<file path="config.mk">
export PLATFORM = sky130hd
export DESIGN_NAME = can_bit_stuffer_flat
export DESIGN_NICKNAME = d
export VERILOG_FILES = /design/src/rtl/can_bit_stuffer_pkg.sv /design/src/rtl/can_bit_stuffer_if.sv /design/src/rtl/can_bit_stuffer.sv /design/src/flat_wrapper.sv
export SDC_FILE = /design/constraint.sdc
export NUM_CORES = 1
export LEC_CHECK = 0
export ABC_AREA = 1
export BUFFER_PORTS_ARGS = -buffer_cell sky130_fd_sc_hd__buf_2
export CELL_PAD_IN_SITES_DETAIL_PLACEMENT = 1
export CELL_PAD_IN_SITES_GLOBAL_PLACEMENT = 1
export CORE_MARGIN = 3
export CORE_UTILIZATION = 28
export DETAILED_ROUTE_END_ITERATION = 10
export PLACE_DENSITY_LB_ADDON = 0.3
export SKIP_LAST_GASP = 1
export SLEW_MARGIN = 20
export SYNTH_ARGS = -nofsm -noshare
export SYNTH_HDL_FRONTEND = slang
export SYNTH_SLANG_ARGS = --single-unit
export TNS_END_PERCENT = 1
</file>
<file path="constraint.sdc">
create_clock -name clk -period 2.4 [get_ports clk]
set_input_delay 0.24 -clock clk [delete_from_list [all_inputs] [get_ports clk]]
set_output_delay 0.24 -clock clk [all_outputs]
set_load 0.01 [all_outputs]
</file>
<file path="src/rtl/can_bit_stuffer_pkg.sv">
// Shared CAN constants and the bit-stuffer state encoding.
package can_bit_stuffer_pkg;

  localparam int   CAN_STUFF_LIMIT = 5;
  localparam logic CAN_RECESSIVE   = 1'b1;
  localparam logic CAN_DOMINANT    = 1'b0;

  typedef enum logic [1:0] {
    STUFF_NORMAL = 2'd0,
    STUFF_INSERT = 2'd1,
    STUFF_LOST   = 2'd2
  } type_stuffer_state_e;

endpackage

</file>
<file path="src/rtl/can_bit_stuffer_if.sv">
// Transmitter/bus-side signal bundle for the CAN bit stuffer.
interface can_bit_stuffer_if
  import can_bit_stuffer_pkg::*;
#(
  parameter int CNT_W = 3
);
  // Handshake: sample_point is a one-cycle strobe per bit time; the stuffer
  // answers in the same cycle with tx_advance, and the transmitter moves to
  // its next bit only on cycles where both are high.
  logic                sample_point;
  logic                tx_bit_in;
  logic                stuff_en;
  logic                arbitration_active;
  logic                rx_bit;
  logic                tx_advance;
  logic                tx_bit_out;
  logic                stuff_bit_active;
  logic                arb_lost;
  logic                bit_error;
  logic [CNT_W-1:0]    run_count;
  type_stuffer_state_e state;

  modport master (
    output sample_point, tx_bit_in, stuff_en, arbitration_active, rx_bit,
    input  tx_advance, tx_bit_out, stuff_bit_active, arb_lost, bit_error,
           run_count, state
  );

  modport slave (
    input  sample_point, tx_bit_in, stuff_en, arbitration_active, rx_bit,
    output tx_advance, tx_bit_out, stuff_bit_active, arb_lost, bit_error,
           run_count, state
  );

endinterface

</file>
<file path="src/rtl/can_bit_stuffer.sv">
// CAN TX bit stuffer: inserts stuff bits, stalls the transmitter during them,
// and checks bus readback for arbitration loss and bit errors.
module can_bit_stuffer
  import can_bit_stuffer_pkg::*;
#(
  parameter int STUFF_LIMIT = CAN_STUFF_LIMIT,
  parameter int CNT_W       = 3
) (
  input  logic              clk,
  input  logic              rst_n,
  can_bit_stuffer_if.slave  bus
);

  localparam logic [CNT_W-1:0] LIMIT_C = CNT_W'(STUFF_LIMIT);
  localparam logic [CNT_W-1:0] ONE_C   = CNT_W'(1);

  type_stuffer_state_e state_q, state_d;
  logic             tx_q, tx_d;
  logic             stuff_act_q, stuff_act_d;
  logic             arb_lost_q, arb_lost_d;
  logic             bit_err_q, bit_err_d;
  logic [CNT_W-1:0] run_q, run_d;
  logic             drv_se_q, drv_se_d;
  logic             drv_arb_q, drv_arb_d;
  logic             arb_loss;
  logic             mismatch;
  logic [CNT_W-1:0] run_inc;

  // Readback checks look at the bit driven during the bit time now ending.
  assign arb_loss = drv_arb_q & (tx_q == CAN_RECESSIVE) & (bus.rx_bit == CAN_DOMINANT);
  assign mismatch = drv_se_q & (bus.rx_bit != tx_q);
  assign run_inc  = (run_q >= LIMIT_C) ? LIMIT_C : run_q + ONE_C;

  always_comb begin
    state_d     = state_q;
    tx_d        = tx_q;
    stuff_act_d = stuff_act_q;
    run_d       = run_q;
    drv_se_d    = drv_se_q;
    drv_arb_d   = drv_arb_q;
    arb_lost_d  = 1'b0;
    bit_err_d   = 1'b0;

    if (bus.sample_point) begin
      arb_lost_d = arb_loss;
      bit_err_d  = ~arb_loss & mismatch;

      if (state_q == STUFF_LOST || arb_loss) begin
        // Loser goes recessive and unchecked until the stuffing region ends.
        tx_d        = CAN_RECESSIVE;
        stuff_act_d = 1'b0;
        run_d       = '0;
        drv_se_d    = 1'b0;
        drv_arb_d   = 1'b0;
        state_d     = (state_q == STUFF_LOST && !bus.stuff_en) ? STUFF_NORMAL : STUFF_LOST;
      end else if (state_q == STUFF_INSERT) begin
        tx_d        = ~tx_q;
        stuff_act_d = 1'b1;
        run_d       = ONE_C;
        state_d     = STUFF_NORMAL;
      end else begin
        tx_d        = bus.tx_bit_in;
        stuff_act_d = 1'b0;
        drv_se_d    = bus.stuff_en;
        drv_arb_d   = bus.arbitration_active;
        if (!bus.stuff_en) begin
          run_d = '0;
        end else if (bus.tx_bit_in == tx_q) begin
          run_d = run_inc;
        end else begin
          run_d = ONE_C;
        end
        if (bus.stuff_en && run_d == LIMIT_C) begin
          state_d = STUFF_INSERT;
        end
      end
    end
  end

  always_ff @(posedge clk) begin
    if (!rst_n) begin
      state_q     <= STUFF_NORMAL;
      tx_q        <= CAN_RECESSIVE;
      stuff_act_q <= 1'b0;
      arb_lost_q  <= 1'b0;
      bit_err_q   <= 1'b0;
      run_q       <= '0;
      drv_se_q    <= 1'b0;
      drv_arb_q   <= 1'b0;
    end else begin
      state_q     <= state_d;
      tx_q        <= tx_d;
      stuff_act_q <= stuff_act_d;
      arb_lost_q  <= arb_lost_d;
      bit_err_q   <= bit_err_d;
      run_q       <= run_d;
      drv_se_q    <= drv_se_d;
      drv_arb_q   <= drv_arb_d;
    end
  end

  // On a fresh loss the pending stuff bit is dropped, so the transmitter runs.
  assign bus.tx_advance       = bus.sample_point & ((state_q != STUFF_INSERT) | arb_loss);
  assign bus.tx_bit_out       = tx_q;
  assign bus.stuff_bit_active = stuff_act_q;
  assign bus.arb_lost         = arb_lost_q;
  assign bus.bit_error        = bit_err_q;
  assign bus.run_count        = run_q;
  assign bus.state            = state_q;

endmodule

</file>
<file path="src/flat_wrapper.sv">
// flat-port wrapper written by rule: the top's interface ports become plain ports
module can_bit_stuffer_flat import can_bit_stuffer_pkg::*;
#(
  parameter int STUFF_LIMIT = CAN_STUFF_LIMIT,
  parameter int CNT_W       = 3
)
  (clk, rst_n, bus_sample_point, bus_tx_bit_in, bus_stuff_en, bus_arbitration_active, bus_rx_bit, bus_tx_advance, bus_tx_bit_out, bus_stuff_bit_active, bus_arb_lost, bus_bit_error, bus_run_count, bus_state);
  can_bit_stuffer_if #(.CNT_W(CNT_W)) bus_i ();
  input  logic clk;
  input  logic rst_n;
  input wire logic [$bits(bus_i.sample_point)-1:0] bus_sample_point;
  input wire logic [$bits(bus_i.tx_bit_in)-1:0] bus_tx_bit_in;
  input wire logic [$bits(bus_i.stuff_en)-1:0] bus_stuff_en;
  input wire logic [$bits(bus_i.arbitration_active)-1:0] bus_arbitration_active;
  input wire logic [$bits(bus_i.rx_bit)-1:0] bus_rx_bit;
  output wire logic [$bits(bus_i.tx_advance)-1:0] bus_tx_advance;
  output wire logic [$bits(bus_i.tx_bit_out)-1:0] bus_tx_bit_out;
  output wire logic [$bits(bus_i.stuff_bit_active)-1:0] bus_stuff_bit_active;
  output wire logic [$bits(bus_i.arb_lost)-1:0] bus_arb_lost;
  output wire logic [$bits(bus_i.bit_error)-1:0] bus_bit_error;
  output wire logic [$bits(bus_i.run_count)-1:0] bus_run_count;
  output wire logic [$bits(bus_i.state)-1:0] bus_state;
  assign bus_i.sample_point = bus_sample_point;
  assign bus_i.tx_bit_in = bus_tx_bit_in;
  assign bus_i.stuff_en = bus_stuff_en;
  assign bus_i.arbitration_active = bus_arbitration_active;
  assign bus_i.rx_bit = bus_rx_bit;
  assign bus_tx_advance = bus_i.tx_advance;
  assign bus_tx_bit_out = bus_i.tx_bit_out;
  assign bus_stuff_bit_active = bus_i.stuff_bit_active;
  assign bus_arb_lost = bus_i.arb_lost;
  assign bus_bit_error = bus_i.bit_error;
  assign bus_run_count = bus_i.run_count;
  assign bus_state = bus_i.state;
  can_bit_stuffer #(.STUFF_LIMIT(STUFF_LIMIT), .CNT_W(CNT_W)) u_core (.clk(clk), .rst_n(rst_n), .bus(bus_i));
endmodule
</file>
==> summary.txt <==
ANT nets after route: 0
placed inst area: 728.2 µm²
slowest stage delay, CP: 0.44 ns
CP Capture Point: bus_tx_advance
Placer Congestion: 0.7120
Finish-stage setup viols: 0
status: finished, final reports clean
register area share after synthesis: 0.3520
PwrDens: 530.1 nW/µm²
crit path cell chain: nand2_1 > nor2_4 > inv_2 > nand2_2 > nand2_2 > clkinv_2 > buf_2
crit path DAT: 1.40 ns
r2r setup slk: 0.98 ns
Tightest Pin Transition: 0.2867 ns
CTS tree: done
M1 wire length: 746 µm
CTS sink cnt: 11
IO buf count: 16
most frequent cells in the layout: buf_2 (16), nand2_1 (11), dfxtp_1 (11), inv_1 (10)
Mapped Nets: 93
Lkg Pwr: 0.0003429 µW
hold buffers post-CTS: 0
die area: 2838 µm²
total track usage: 0.1295
first-pass GRT wire length: 2539 µm
1st-iter DRT viols: 0
Period minus WS final: 1.641 ns
largest net degree at the start of global routing: 12
clock skew: 0.002602 ns
Detailed Place HPWL: 1233 µm
crit end category: output port
clock insertion delay at the later pin of the skew report: 0.27 ns
First-pass DRT Iterations: 1
Crit path top cell by count: nand2_2
remaining global-route overflow: 0
max cap viols: 0
Nets: 113
ant diodes: 0
max layer used: met4
Non-Filler Instances: 130
Post-Route Setup TNS: 0 ns
final count of hold timing violations: 0
worst reg2reg path depth: 10
Critical Path Stages: 7
post-synth cell types: 24
Yosys Warn Count: 0
Slew Limit Fails: 0
DR vias/cell: 4.569
DR WL met2: 684 µm
worst-path fanout max: 5
Worst path slowest cell: dfxtp_1
most common cell after layout, fill and taps aside: buf_2
vias in the first global route: 562
slew margin rel.: 0.8087
Crit Path Category: reg2out
antenna violations before repair: 0
Core Area: 2042 µm²
terminus of the critical flop-to-flop path: u_core.bus.state[1]$_SDFFE_PN0P_
number of buffers created by CTS: 3
P&R area growth vs syn: 20.60%
# DRC: 0
Worst VDD drop: 0.2703 mV
Setup crit start: u_core.bus.tx_bit_out$_SDFFE_PN1P_
Top Ports: 17
Req. time, crit path: 2.16 ns
Final Power: 399.9 µW
Initial Util: 0.3064
met3 routed WL: 85 µm
period utilisation layout: 0.6837
Worst Hold Class: in2reg
DP Cell Count: 126
Synth area leader: dfxtp_1
Synth area leaders: dfxtp_1 (35%), nand2_2 (7.0%), nand2_1 (6.6%)
family with the most delay on the worst path: flip-flops
DP Worst Slack: 0.9696 ns
Root Buffer Master: clkbuf_4
DR WL/cell: 11.87 µm
Yosys reg bits: 11
final instance area: 754.5 µm²
Die Y-Extent: 53.27 µm
CTS max path bufs: 2
die span in x: 53.27 µm
CTS resizes: 0
Post-Syn Instances: 84
Core Rows: 16
Buf+Inv Stages, Crit Path: 3
top cell type's share of synthesized area: 0.3520
Routed WL: 1543 µm
Worst Setup Start Kind: flop
H-tree depth: 1
post-CTS setup buffer count: 0
worst setup margin: 0.7590 ns
share of cells above drive strength 1: 0.3592
mapped cell area: 625.6 µm²
FF-to-FF Start: u_core.bus.run_count[1]$_SDFFE_PN0P_
Fmax: 0.6094 GHz
clock slew at the register clock pins of the worst setup and hold paths: 0.07 ns
Synth Area per Inst: 7.448 µm²
RSZ-0062 raised after global routing: no
via count: 594
==> report_power, final <==
part	switching (µW)	total [µW]	internal, µW
Sequential	6.82	197	191
Combinational	47.1	74.4	27.3
Clock	63.7	128	64.5
==> flip-flops by register name (all words and copies together), names as in the netlist <==
register,count
u_core.bus.tx_bit_out,1
u_core.drv_arb_q,1
u_core.bus.arb_lost,1
u_core.bus.bit_error,1
u_core.drv_se_q,1
u_core.bus.run_count,3
u_core.bus.state,2
u_core.bus.stuff_bit_active,1
==> cell usage after synthesis <==
cell      number
a211oi_2       1
ha_1           2
o21ai_0        3
nor3_1         2
nand4_1        1
inv_2          3
a21oi_2        2
nor2_4         2
clkinv_2       1
nand3_1        6
nand2_2        7
or2_0          1
o221ai_1       1
nor2_1         7
xnor2_1        1
a21oi_1        7
nor2_2         1
buf_6          1
inv_1         10
o211ai_1       1
nand3b_1       1
nand2_1       11
nand3_2        1
dfxtp_1       11
==> how the worst min path moves through the flow <==
stage	startpoint	to	slack, ns	depth (start not counted)
after global routing	rst_n	u_core.bus.tx_bit_out$_SDFFE_PN1P_	0.21	2
after global placement	u_core.drv_arb_q$_SDFFE_PN0P_	u_core.drv_arb_q$_SDFFE_PN0P_	0.46	2
after floorplan	rst_n	u_core.bus.tx_bit_out$_SDFFE_PN1P_	0.34	1
after CTS	rst_n	u_core.bus.tx_bit_out$_SDFFE_PN1P_	0.21	2
final	rst_n	u_core.bus.tx_bit_out$_SDFFE_PN1P_	0.22	2
after detailed placement	u_core.drv_arb_q$_SDFFE_PN0P_	u_core.drv_arb_q$_SDFFE_PN0P_	0.46	2
==> area by class of cell <==
class                   instances  area (µm²)
clock buffers                   4       26.28
fillers                       281        1287
inverters                      14       53.80
multi-input cells              58       340.3
flip-flops and latches         11       220.2
well taps                      27       33.78
repair buffers                 16       80.08
==> per-stage QoR <==
stage	hold slack, ns	utilization
floorplan	0.3390	-
global placement	0.4572	0.3566
detailed placement	0.4638	0.3566
CTS	0.2078	0.3695
global route	0.2123	0.3695
finish	0.2202	0.3695
==> kinds of logic after synthesis <==
kind of cell    count (synthesis)  share of synthesized area
compound gates                 15                     0.1540
simple gates                   40                     0.3360
fa+ha+maj                       2                    0.03999
xor+xnor                        1                    0.01400
flops                          11                     0.3520
buf+inv                        15                     0.1040
==> layer usage <==
layer  track usage  up-vias
li1              -      307
met1        0.1605      269
met2        0.1918       13
met3       0.05070        5
met4       0.06383        0
met5             0        -
Note: power is estimated with default switching activity, not from simulation.
